### src/rtl/msk_and_hpc2_pipe.sv
// msk_and_hpc2_pipe: W-lane, d-share HPC2 masked AND (PINI at order d-1) wrapped in a
// two-stage valid/ready pipeline with a separate randomness handshake.
//
// Ports:
//   clk        rising-edge clock
//   rst        asynchronous active-high reset
//   in_valid   operand sharings valid
//   in_ready   block accepts operands this cycle
//   ina, inb   operand sharings, share i at bits [i*W +: W]
//   rnd_valid  fresh randomness available
//   rnd_ready  randomness consumed this cycle (only together with an operand transfer)
//   rnd        lane k at bits [k*hpc2rnd +: hpc2rnd], pair (i<j) at i*d - i*(i+1)/2 + (j-1-i)
//   out_valid  result sharing valid
//   out_ready  downstream accepts result
//   out        sharing of a & b, same layout as ina
//
// Optional build macro MSK_HPC2_CLEAR_EN: stage data registers are zeroed whenever their
// contents move on without a new load, so out reads 0 while out_valid is 0.
module msk_and_hpc2_pipe #(
  parameter int unsigned d = 2,
  parameter int unsigned W = 1
) (
  input  logic                     clk,
  input  logic                     rst,
  input  logic                     in_valid,
  output logic                     in_ready,
  input  logic [d*W-1:0]           ina,
  input  logic [d*W-1:0]           inb,
  input  logic                     rnd_valid,
  output logic                     rnd_ready,
  input  logic [W*(d*(d-1)/2)-1:0] rnd,
  output logic                     out_valid,
  input  logic                     out_ready,
  output logic [d*W-1:0]           out
);
  localparam int unsigned hpc2rnd = d * (d - 1) / 2;

  // Index of the random bit shared by shares x and y (order-independent).
  function automatic int unsigned pair_idx(input int unsigned x, input int unsigned y);
    int unsigned lo, hi;
    lo = (x < y) ? x : y;
    hi = (x < y) ? y : x;
    return lo * d - lo * (lo + 1) / 2 + (hi - 1 - lo);
  endfunction

  logic fire_in, fire_out, adv_a;
  logic va_q, va_d, vb_q, vb_d;

  // r_pair[i][j] == r_pair[j][i]; the diagonal is unused and tied to zero.
  logic [W-1:0]   r_pair [d][d];

  logic [d*W-1:0] a_a_q, b_a_q;
  logic [W-1:0]   v_a_q [d][d];
  logic [W-1:0]   r_a_q [d][d];

  logic [W-1:0]   u_b_q [d][d];
  logic [W-1:0]   w_b_q [d][d];
  logic [d*W-1:0] p_b_q;

  assign fire_out  = vb_q & out_ready;
  assign adv_a     = va_q & (~vb_q | fire_out);
  assign in_ready  = rnd_valid & (~va_q | adv_a);
  assign fire_in   = in_valid & in_ready;
  assign rnd_ready = fire_in;
  assign out_valid = vb_q;

  always_comb begin
    va_d = va_q;
    if (fire_in) begin
      va_d = 1'b1;
    end else if (adv_a) begin
      va_d = 1'b0;
    end
    vb_d = vb_q;
    if (adv_a) begin
      vb_d = 1'b1;
    end else if (fire_out) begin
      vb_d = 1'b0;
    end
  end

  always_comb begin
    for (int unsigned i = 0; i < d; i++) begin
      for (int unsigned j = 0; j < d; j++) begin
        r_pair[i][j] = '0;
        if (i != j) begin
          for (int unsigned k = 0; k < W; k++) begin
            r_pair[i][j][k] = rnd[k * hpc2rnd + pair_idx(i, j)];
          end
        end
      end
    end
  end

  // Valid flags.
  always_ff @(posedge clk or posedge rst) begin
    if (rst) begin
      va_q <= 1'b0;
      vb_q <= 1'b0;
    end else begin
      va_q <= va_d;
      vb_q <= vb_d;
    end
  end

  // Stage A: blinded cross-domain operand and the randomness used to blind it.
  always_ff @(posedge clk or posedge rst) begin
    if (rst) begin
      a_a_q <= '0;
      b_a_q <= '0;
      for (int unsigned i = 0; i < d; i++) begin
        for (int unsigned j = 0; j < d; j++) begin
          v_a_q[i][j] <= '0;
          r_a_q[i][j] <= '0;
        end
      end
    end else if (fire_in) begin
      a_a_q <= ina;
      b_a_q <= inb;
      for (int unsigned i = 0; i < d; i++) begin
        for (int unsigned j = 0; j < d; j++) begin
          v_a_q[i][j] <= inb[j*W +: W] ^ r_pair[i][j];
          r_a_q[i][j] <= r_pair[i][j];
        end
      end
    end
`ifdef MSK_HPC2_CLEAR_EN
    else if (adv_a) begin
      a_a_q <= '0;
      b_a_q <= '0;
      for (int unsigned i = 0; i < d; i++) begin
        for (int unsigned j = 0; j < d; j++) begin
          v_a_q[i][j] <= '0;
          r_a_q[i][j] <= '0;
        end
      end
    end
`endif
  end

  // Stage B: share i is only ever combined with its own a_i, keeping domains separate.
  always_ff @(posedge clk or posedge rst) begin
    if (rst) begin
      p_b_q <= '0;
      for (int unsigned i = 0; i < d; i++) begin
        for (int unsigned j = 0; j < d; j++) begin
          u_b_q[i][j] <= '0;
          w_b_q[i][j] <= '0;
        end
      end
    end else if (adv_a) begin
      for (int unsigned i = 0; i < d; i++) begin
        p_b_q[i*W +: W] <= a_a_q[i*W +: W] & b_a_q[i*W +: W];
        for (int unsigned j = 0; j < d; j++) begin
          u_b_q[i][j] <= ~a_a_q[i*W +: W] & r_a_q[i][j];
          w_b_q[i][j] <= a_a_q[i*W +: W] & v_a_q[i][j];
        end
      end
    end
`ifdef MSK_HPC2_CLEAR_EN
    else if (fire_out) begin
      p_b_q <= '0;
      for (int unsigned i = 0; i < d; i++) begin
        for (int unsigned j = 0; j < d; j++) begin
          u_b_q[i][j] <= '0;
          w_b_q[i][j] <= '0;
        end
      end
    end
`endif
  end

  // Output compression reads stage B registers only.
  always_comb begin
    out = p_b_q;
    for (int unsigned i = 0; i < d; i++) begin
      for (int unsigned j = 0; j < d; j++) begin
        if (i != j) begin
          out[i*W +: W] = out[i*W +: W] ^ u_b_q[i][j] ^ w_b_q[i][j];
        end
      end
    end
  end

endmodule

### config.mk
export PLATFORM = sky130hd
export DESIGN_NAME = msk_and_hpc2_pipe
export DESIGN_NICKNAME = d
export VERILOG_FILES = /design/src/rtl/msk_and_hpc2_pipe.sv
export SDC_FILE = /design/constraint.sdc
export NUM_CORES = 1
export LEC_CHECK = 0
export CORE_MARGIN = 4
export CORE_UTILIZATION = 45
export CTS_CLUSTER_DIAMETER = 150
export DETAILED_ROUTE_END_ITERATION = 16
export PLACE_DENSITY_LB_ADDON = 0.3
export SKIP_CTS_REPAIR_TIMING = 1
export SLEW_MARGIN = 20
export SYNTH_ARGS = -nofsm -noshare
export SYNTH_HDL_FRONTEND = slang
export SYNTH_SLANG_ARGS = --single-unit
### constraint.sdc
create_clock -name clk -period 1.9 [get_ports clk]
set_input_delay 0.38 -clock clk [delete_from_list [all_inputs] [get_ports clk]]
set_output_delay 0.38 -clock clk [all_outputs]
set_load 0.005 [all_outputs]
* Word-level counts from Yosys, hierarchy flattened
Cells that the tools add are included.
** Cells by class
- Bitwise logic cells :: 22
- Shift operators :: 0
- Reductions and logical operators :: 2
- Divide/modulo/power cells :: 0
- Multiplexer cells :: 4
- $add $sub $neg :: 0
- $lt $le $gt $ge :: 0
- $mul :: 0
- Equal/unequal tests :: 0
** Operators with widths (count)
- 1-bit bitwise AND :: 10
- 1-bit bitwise XOR :: 6
- 1-bit two-way mux :: 4
- 1-bit inverter :: 4
- 2-bit nonzero test :: 2
- 1-bit OR :: 2
** Storage, ports and cells
- ROM bits :: 0
- Register bits after elaboration :: 15
- Memories :: 0
- Bits in latches :: 0
- Bits in writable memories :: 0
- Bits of input ports :: 10

* Logic depth before layout (Yosys ltp)
Gate-level depths: netlist of the first run.
- Depth in word-level cells :: 7
- Gate-level depth with buffers :: 4

* Worst setup path after synthesis of the first run
OpenSTA, ideal clock, no wires.
- Path kind :: input-to-reg
- Start point :: in out_ready
- End point :: reg a_a_q[0]
- Setup slack :: 0.651 ns
- Path buffers :: 1
- Stages :: 4
- Setup time :: 0.125 ns
- Arrival :: 1.124 ns
- Path through :: nand3b_2 > nor2b_4 > buf_6 > mux2_4
** On the way
- Longest elaborated chain between the ends :: 6
** RTL lines
- start: declaration :: RTL line 33 : input logic out_ready,
- 1-bit bitwise AND :: RTL line 60 : assign fire_out = vb_q & out_ready;
- 1-bit OR :: RTL line 61 : assign adv_a = va_q & (~vb_q | fire_out);
- 1-bit bitwise AND :: RTL line 61
- 1-bit OR :: RTL line 62 : assign in_ready = rnd_valid & (~va_q | adv_a);
- 1-bit bitwise AND :: RTL line 62
- 1-bit bitwise AND :: RTL line 63 : assign fire_in = in_valid & in_ready;
- via rnd_ready :: RTL line 30 : output logic rnd_ready,
- end signal: assignment :: RTL line 118 : a_a_q <= ina;
- end: declaration :: RTL line 52 : logic [d*W-1:0] a_a_q, b_a_q;
The timed path passes the listed nets, and every way through them passes these cells.
A chain may end at the register's enable or synchronous reset.

* Final worst setup path of the first run
- Start point :: in out_ready
- End point :: out in_ready
** On the way
- Longest elaborated chain between the ends :: 5
** RTL lines
- 1-bit bitwise AND :: RTL line 60
- 1-bit OR :: RTL line 61
- 1-bit bitwise AND :: RTL line 61
- 1-bit OR :: RTL line 62
- 1-bit bitwise AND :: RTL line 62
- end: declaration :: RTL line 26 : output logic in_ready,
No other way between the ends.

==> reports/metrics.cfg, run 1 <==
[global_routing]
grt_pass1_vias=427
grt_pass1_wl_um=1760
grt_remaining_overflow=0
grt_util_all_layers_pct=11.4
grt_max_degree=16
antenna_found_initial=0

[clocking]
clkLatencyLatePin_ns=0.28
cts_max_level=1
clock-sinks=15
clk_pin_slew_worst_paths_ns=0.09
cts_max_path_buffers=2
cts_tree=yes
numCtsBuffers=3
ctsRootBufferMaster=clkbuf_4

[setup_path]
cp_max_fo=3
cp-startpoint=out_ready
reg2reg_from=va_q
critPathCaptureType=output pin
worstPathArrival_ns=1.25
worst-setup-path-type=input pin to output pin
crit_required_ns=1.52
critPathLaunchType=input pin
rr_worst_depth=4

[routing]
drtPass1Iterations=4
drc=0
via_count=421
via_per_inst=4.95
routed_wl_um=1070
antenna_left=0
route.detailed.wl_per_inst_um=12.6
drtIter0Drc=5

[finish]
n_antenna_cell=0
final_cell_mix=dfrtp_1 (15), clkdlybuf4s50_1 (10), mux2_4 (7)
stdcell_count=85
drive_gt1_share_pct=30.4
fin_nets=80
syn_to_final_growth_pct=30.8
final_util_pct=61.8
final_common_cell=dfrtp_1

[placed_design]
dp.cells=81
gp_congestion=0.659
dp_hpwl_um=859
io_buffers=14

[logic_synthesis]
synth.largest_area_cell=dfrtp_1
syn_inst=50
synth_compound_area_share_pct=5.69
synthXorXnorAreaFrac_pct=7.47
synthMuxAreaShare_pct=18.1
ys_types=15
ys_seq_area_share_pct=53.4
synth.net_count=60
synth_top_family_by_area=multiplexers
ys_ff_latch=15
yosys.area_share.simple_pct=13.2
synth_top_area_share_pct=53.4
synth_fa_ha_area_share_pct=0
synth_warnings=0
synthTopCellsByArea=dfrtp_1 (53%), mux2_4 (15%), a21bo_2 (5.7%)
synth_area_sq_um=703
avgSynthCellArea_sq_um=14.1

[sta]
setup_viol=0
tns_ns=0
slew_headroom_pct=64.2
slew_violations=0
fmax_ghz=0.612
fin_hold_ws_ns=0.438
rsz0062_at_grt=no
worst_slew_pin_slew_ns=0.537
fin_worst_skew_ns=0.00438
min_period_ns=1.63
finalHoldViolCount=0
fin_crit_sh_pct=85.9

[min_path]
hold_path.class=input pin to asynchronous set/reset pin

[power_and_ir_drop]
power_frac_clock_pct=20.2
p_leak_uw=0.000475
p_int_uw=653
powerDensity_nw_per_um2=951
p_switching_uw=222
p_comb_share_pct=30.0
power.total_uw=875
seq_power_share_pct=49.8
p_sw_share_pct=25.4
ir_drop_v=0.000486

[die]
initial_core_util_pct=47.2
core_sq_um=1490
rows=14
die_y_um=47.5
die_x_um=47.5
ios=15
dieArea_sq_um=2260

[job]
maxCapViolations=0

[run_status]
status=finished, final reports clean

layout make-up:
type                    count  area [sq um]
clock buffers               4          26.3
fillers                   121           569
inverters                   1          3.75
multi-input cells          33           329
flip-flops and latches     15           375
well taps                  16          20.0
repair buffers             16           165
power by group through the flow:
stage	registers [uW]	clock network (uW)	logic, uW
floorplan	425	0	163
global placement	436	0	266
detailed placement	438	0	272
CTS	432	183	273
global route	444	198	286
finish	436	177	262
worst max-delay path, cell delays in order:
cell             delay, ns
clkdlybuf4s50_1       0.41
nand3b_4              0.16
and2_1                0.15
dlymetal6s2s_1        0.14
synth_stat cells:
cell type	count
buf_6	1
nand4_1	4
nand2b_1	2
xor2_1	2
and2_1	1
inv_1	1
a21bo_2	4
nor2b_4	1
xnor2_1	4
mux2_4	7
nand3b_2	1
nand2_1	3
dfrtp_1	15
nor2b_1	2
mux2_2	2
worst paths after layout:
kind	to	slack, ns
min in group clk	w_b_q[2]	0.51
hold / removal	p_b_q[0]	0.44
setup / recovery	in_ready	0.27
max in group asynchronous	out_valid	1.10
hold reg to reg	w_b_q[2]	0.51
setup reg to reg	b_a_q[0]	0.56
routing by layer:
metal	share of wire [%]	track usage (%)	vias up
met5	0	0	-
met4	1.2	6.45	0
met3	6.2	3.38	2
met2	48	18.2	11
met1	45	13.6	197
li1	-	-	211
per-stage QoR:
step / cell area (sq um) / setup slack, ns
floorplan: 703 / 0.651
global placement: 867 / -0.119
detailed placement: 867 / -0.122
CTS: 893 / -0.128
global route: 920 / 0.209
finish: 920 / 0.267
cells by family after synthesis:
logic type | Yosys count
buf+inv | 2
simple gates | 14
xor+xnor | 6
mux | 9
compound gates | 4
flops | 15
state kept, by name, summed over array words and instances, names as in the netlist:
name,count
a_a_q,2
b_a_q,2
p_b_q,2
u_b_q,2
v_a_q,2
w_b_q,2
out_valid,1
r_a_q,1
va_q,1
(Power assumes the default switching activity.)
==> run 2, diff against run 1 <==
Settings changed: ABC_AREA set to 1, SLEW_MARGIN 20 to 30.
==> reports/metrics.cfg, run 2 <==
[logic_synthesis]
avgSynthCellArea_sq_um=8.34
synthTopCellsByArea=dfrtp_1 (50%), nand2_1 (21%), nand4_1 (5.8%)
synth_top_area_share_pct=50.0
ys_ff_latch=15
ys_seq_area_share_pct=50.0
syn_inst=90
synth_warnings=0
synth_edf_count=0
synth.largest_area_cell=dfrtp_1
synth_most_common_cell=nand2_1
synth_area_sq_um=751
synth.net_count=100
synthTopCellsByCount=nand2_1 (41), dfrtp_1 (15), inv_1 (11)
ys_types=13
synthArstFlopShare_pct=100
synth_ff_type=dfrtp_1

[clocking]
clk_pin_slew_worst_paths_ns=0.09
cts_max_path_buffers=2
ctsRootBufferMaster=clkbuf_4
cts_max_level=1
clock-sinks=15
clkLatencyLatePin_ns=0.28
numCtsBuffers=3
cts_tree=yes

[setup_path]
cp_max_fo=3
critPathLaunchType=flop
crit_buf_inv=1
critPathCaptureType=output pin
cp_slowest_cell=clkdlybuf4s50_1
crit_required_ns=1.52
cp_top_family=buffers and inverters
worstPathArrival_ns=1.22
crit_chain=clkdlybuf4s50_1
critical-path-max-stage-delay_ns=0.53
worst-setup-path-type=flop to output pin

[routing]
dr_wl_met3_um=85
route.detailed.wl_per_inst_um=10.7
antenna_left=0
routed_wl_um=1370
drtPass1Iterations=4
drtIter0Drc=10
routed.top_layer=met4
via_count=635
drc=0
via_per_inst=4.96
met1_length_um=593
wl_met2_um=661

[finish]
final_cell_mix=nand2_1 (41), dfrtp_1 (15), inv_1 (11)
fillerInstances=146
syn_to_final_growth_pct=31.3
n_antenna_cell=0
final_common_cell=nand2_1
drive_gt1_share_pct=17.0
fin_nets=123
stdcell_count=128

[power_and_ir_drop]
ir_drop_v=0.000357
p_comb_share_pct=27.9
p_int_uw=579
p_leak_uw=0.000571
power_frac_clock_pct=22.1
p_sw_share_pct=29.6
p_switching_uw=244
powerDensity_nw_per_um2=835
seq_power_share_pct=50.0

[global_routing]
antenna_found_initial=0
grt_util_all_layers_pct=12.3
grt_max_degree=16
grt_remaining_overflow=0
grt_pass1_wl_um=2210
grt_pass1_vias=551

[placed_design]
dp.cells=122
dp_hpwl_um=1010
gp_congestion=0.710
io_buffers=14

[sta]
fin_crit_sh_pct=84.3
rsz0062_at_grt=no
setup_viol=0
slew_violations=0
min_period_ns=1.60
worst_slew_pin_slew_ns=0.546
fmax_ghz=0.624
slew_headroom_pct=63.5
finalHoldViolCount=0
fin_worst_skew_ns=0.00310
fin_hold_ws_ns=0.442

[die]
ios=15
dieArea_sq_um=2390
core_sq_um=1540
rows=14
initial_core_util_pct=48.7
die_x_um=48.8
die_y_um=48.8

[job]
maxCapViolations=0

[min_path]
hold_path.class=input pin to asynchronous set/reset pin

[run_status]
status=finished, final reports clean

run 2: path summary, 6_finish.rpt:
path                       cells after the start         to       from  slack [ns]
max                                            1  out_valid  out_valid        0.30
min                                            2   u_b_q[2]        rst        0.44
max reg2reg                                    5   u_b_q[1]  out_valid        0.87
min reg2reg                                    2   b_a_q[0]   b_a_q[0]        0.49
max in group asynchronous                      2   b_a_q[1]        rst        1.10
min in group clk                               2   b_a_q[0]   b_a_q[0]        0.49
run 2: metrics by stage:
step                worst slack [ns]  area (sq um)  util (%)  TNS [ns]  power [uW]
floorplan                      0.768           751         -         0         540
global placement             -0.0714           927      60.1    -0.129         631
detailed placement           -0.0817           927      60.1    -0.130         640
CTS                          -0.0832           953      61.9    -0.145         822
global route                   0.237           986      64.0         0         881
finish                         0.298           986      64.0         0         823
run 2: logic make-up (layout without fill, tap and decap cells):
| kind of cell | after synthesis | count (layout) | share of synthesized area (%) |
|---|---|---|---|
| simple gates | 54 | 54 | 34.7 |
| flops | 15 | 15 | 50.0 |
| buf+inv | 15 | 37 | 8.83 |
| compound gates | 4 | 4 | 4.17 |
| xor+xnor | 2 | 2 | 2.33 |
run 2: cell type report:
class / count / area [sq um] / share of cell area [%]
Inverter: 12 / 45.0 / 4.57
Sequential cell: 15 / 375 / 38.1
Timing Repair Buffer: 21 / 203 / 20.6
Multi-Input combinational cell: 60 / 317 / 32.1
Clock buffer: 4 / 26.3 / 2.66
Tap cell: 16 / 20.0 / 2.03
run 2: metal layers:
metal	vias to the layer above	track usage, %
met4	0	9.42
met2	17	20.0
met3	2	3.06
met5	-	0
li1	326	-
met1	290	13.6
run 2: power by group through the flow:
stage | clock network (uW) | logic (uW) | registers, uW
6_report | 182 | 229 | 412
5_1_grt | 202 | 262 | 417
4_1_cts | 186 | 227 | 409
3_5_place_dp | 0 | 226 | 415
3_3_place_gp | 0 | 218 | 413
2_1_floorplan | 0 | 134 | 406
==> run 3, diff against run 2 <==
Clock period 1.9 ns to 1.6 ns, I/O delays scaled along.
==> reports/metrics.cfg, run 3 (synthesis gave the netlist of run 2 again) <==
[run_status]
status=finished, final reports clean

[clocking]
clock-sinks=15
cts_max_level=1
cts_max_path_buffers=2
clk_pin_slew_worst_paths_ns=0.09
ctsRootBufferMaster=clkbuf_4
numCtsBuffers=3
clkLatencyLatePin_ns=0.28
cts_tree=yes

[die]
ios=15
core_sq_um=1540
rows=14
die_y_um=48.8
dieArea_sq_um=2390
initial_core_util_pct=48.7
die_x_um=48.8

[finish]
seqCellArea_sq_um=375
syn_to_final_growth_pct=32.3
fin_area_sq_um=993
n_antenna_cell=0
multi_input_area_sq_um=317
final_cell_mix=nand2_1 (41), dfrtp_1 (15), inv_1 (11)
fin_nets=124
stdcell_count=129
final_util_pct=64.4
fillerInstances=146
final_common_cell=nand2_1
drive_gt1_share_pct=17.7

[placed_design]
dp.cells=122
dp_hpwl_um=1010
gp_congestion=0.710
io_buffers=14
place_area_sq_um=927

[power_and_ir_drop]
powerDensity_nw_per_um2=989
ir_drop_v=0.000424
p_leak_uw=0.000576

[sta]
worst_slew_pin_slew_ns=0.546
fin_hold_ws_ns=0.382
fmax_ghz=0.655
slew_violations=0
fin_crit_sh_pct=95.5
min_period_ns=1.53
fin_worst_skew_ns=0.00304
setup_viol=0
finalHoldViolCount=0
tns_ns=0
slew_headroom_pct=63.5
rsz0062_at_grt=no

[routing]
drtIter0Drc=10
drc=0
via_count=641
route.detailed.wl_per_inst_um=10.7
routed_wl_um=1380
via_per_inst=4.97
drtPass1Iterations=4
antenna_left=0

[global_routing]
grt_max_degree=16
grt_util_all_layers_pct=12.3
grt_pass1_vias=551
antenna_found_initial=0
grt_remaining_overflow=0
grt_pass1_wl_um=2210

[setup_path]
rr_endpoint=u_b_q[1]
rr_worst_depth=6
reg2reg_from=out_valid
critPathLaunchType=flop
cp_top_family=buffers and inverters
critical-path-max-stage-delay_ns=0.52
crit_required_ns=1.28
crit_chain=clkdlybuf4s50_1
crit_buf_inv=1
worst-setup-path-type=flop to output pin
cp_max_fo=3
reg2reg_slack_ns=0.48
cp_slowest_cell=clkdlybuf4s50_1
critPathCaptureType=output pin
worstPathArrival_ns=1.21

[job]
maxCapViolations=0

[min_path]
hold_path.class=input pin to asynchronous set/reset pin

[run 3: changes by cell type in the layout (fill, tap and decap cells not counted)]
| cell | delta |
|---|---|
| buf_4 | +1 |
[run 3: through the flow]
step / setup slack, ns / power, uW
after CTS: -0.263 / 977
final: 0.0723 / 983
after detailed placement: -0.262 / 761
after global placement: -0.251 / 749
after global routing: 0.0117 / 1050
after floorplan: 0.528 / 641
[run 3: worst reg2reg max path, cell delays in order, from the launching register on]
cell and delay [ns]:
dfrtp_1 0.41, buf_4 0.13, nand2_2 0.05, nand2_2 0.20, inv_1 0.09, nand3b_1 0.09, nand2_1 0.05
[run 3: routing by layer]
layer | track usage (%) | vias up | share of wire [%]
li1 | - | 328 | -
met1 | 13.6 | 294 | 43
met2 | 20.0 | 17 | 49
met3 | 3.06 | 2 | 6.1
met4 | 9.42 | 0 | 2.0
met5 | 0 | - | 0
[run 3: how the worst max path moves through the flow]
stage | cells past startpoint | slack [ns] | start | endpoint
finish | 1 | 0.07 | out_valid | out_valid
detailed placement | 6 | -0.26 | out_ready | rnd_ready
global placement | 6 | -0.25 | out_ready | rnd_ready
global route | 5 | 0.01 | u_b_q[2] | out[0]
CTS | 6 | -0.26 | out_ready | rnd_ready
floorplan | 3 | 0.53 | out_valid | rnd_ready
[run 3: power by group]
part / switching (uW) / internal (uW)
Combinational: 122 / 157
Clock: 119 / 96.5
Sequential: 49.8 / 439
Total: 291 / 692
[run 3: cell type report]
type / count / area share (%)
sequential: 15 / 37.8
timing repair buffer: 22 / 21.2
multi-input combinational: 60 / 31.9
clock buffer: 4 / 2.64
inverter: 12 / 4.53
tap: 16 / 2.02
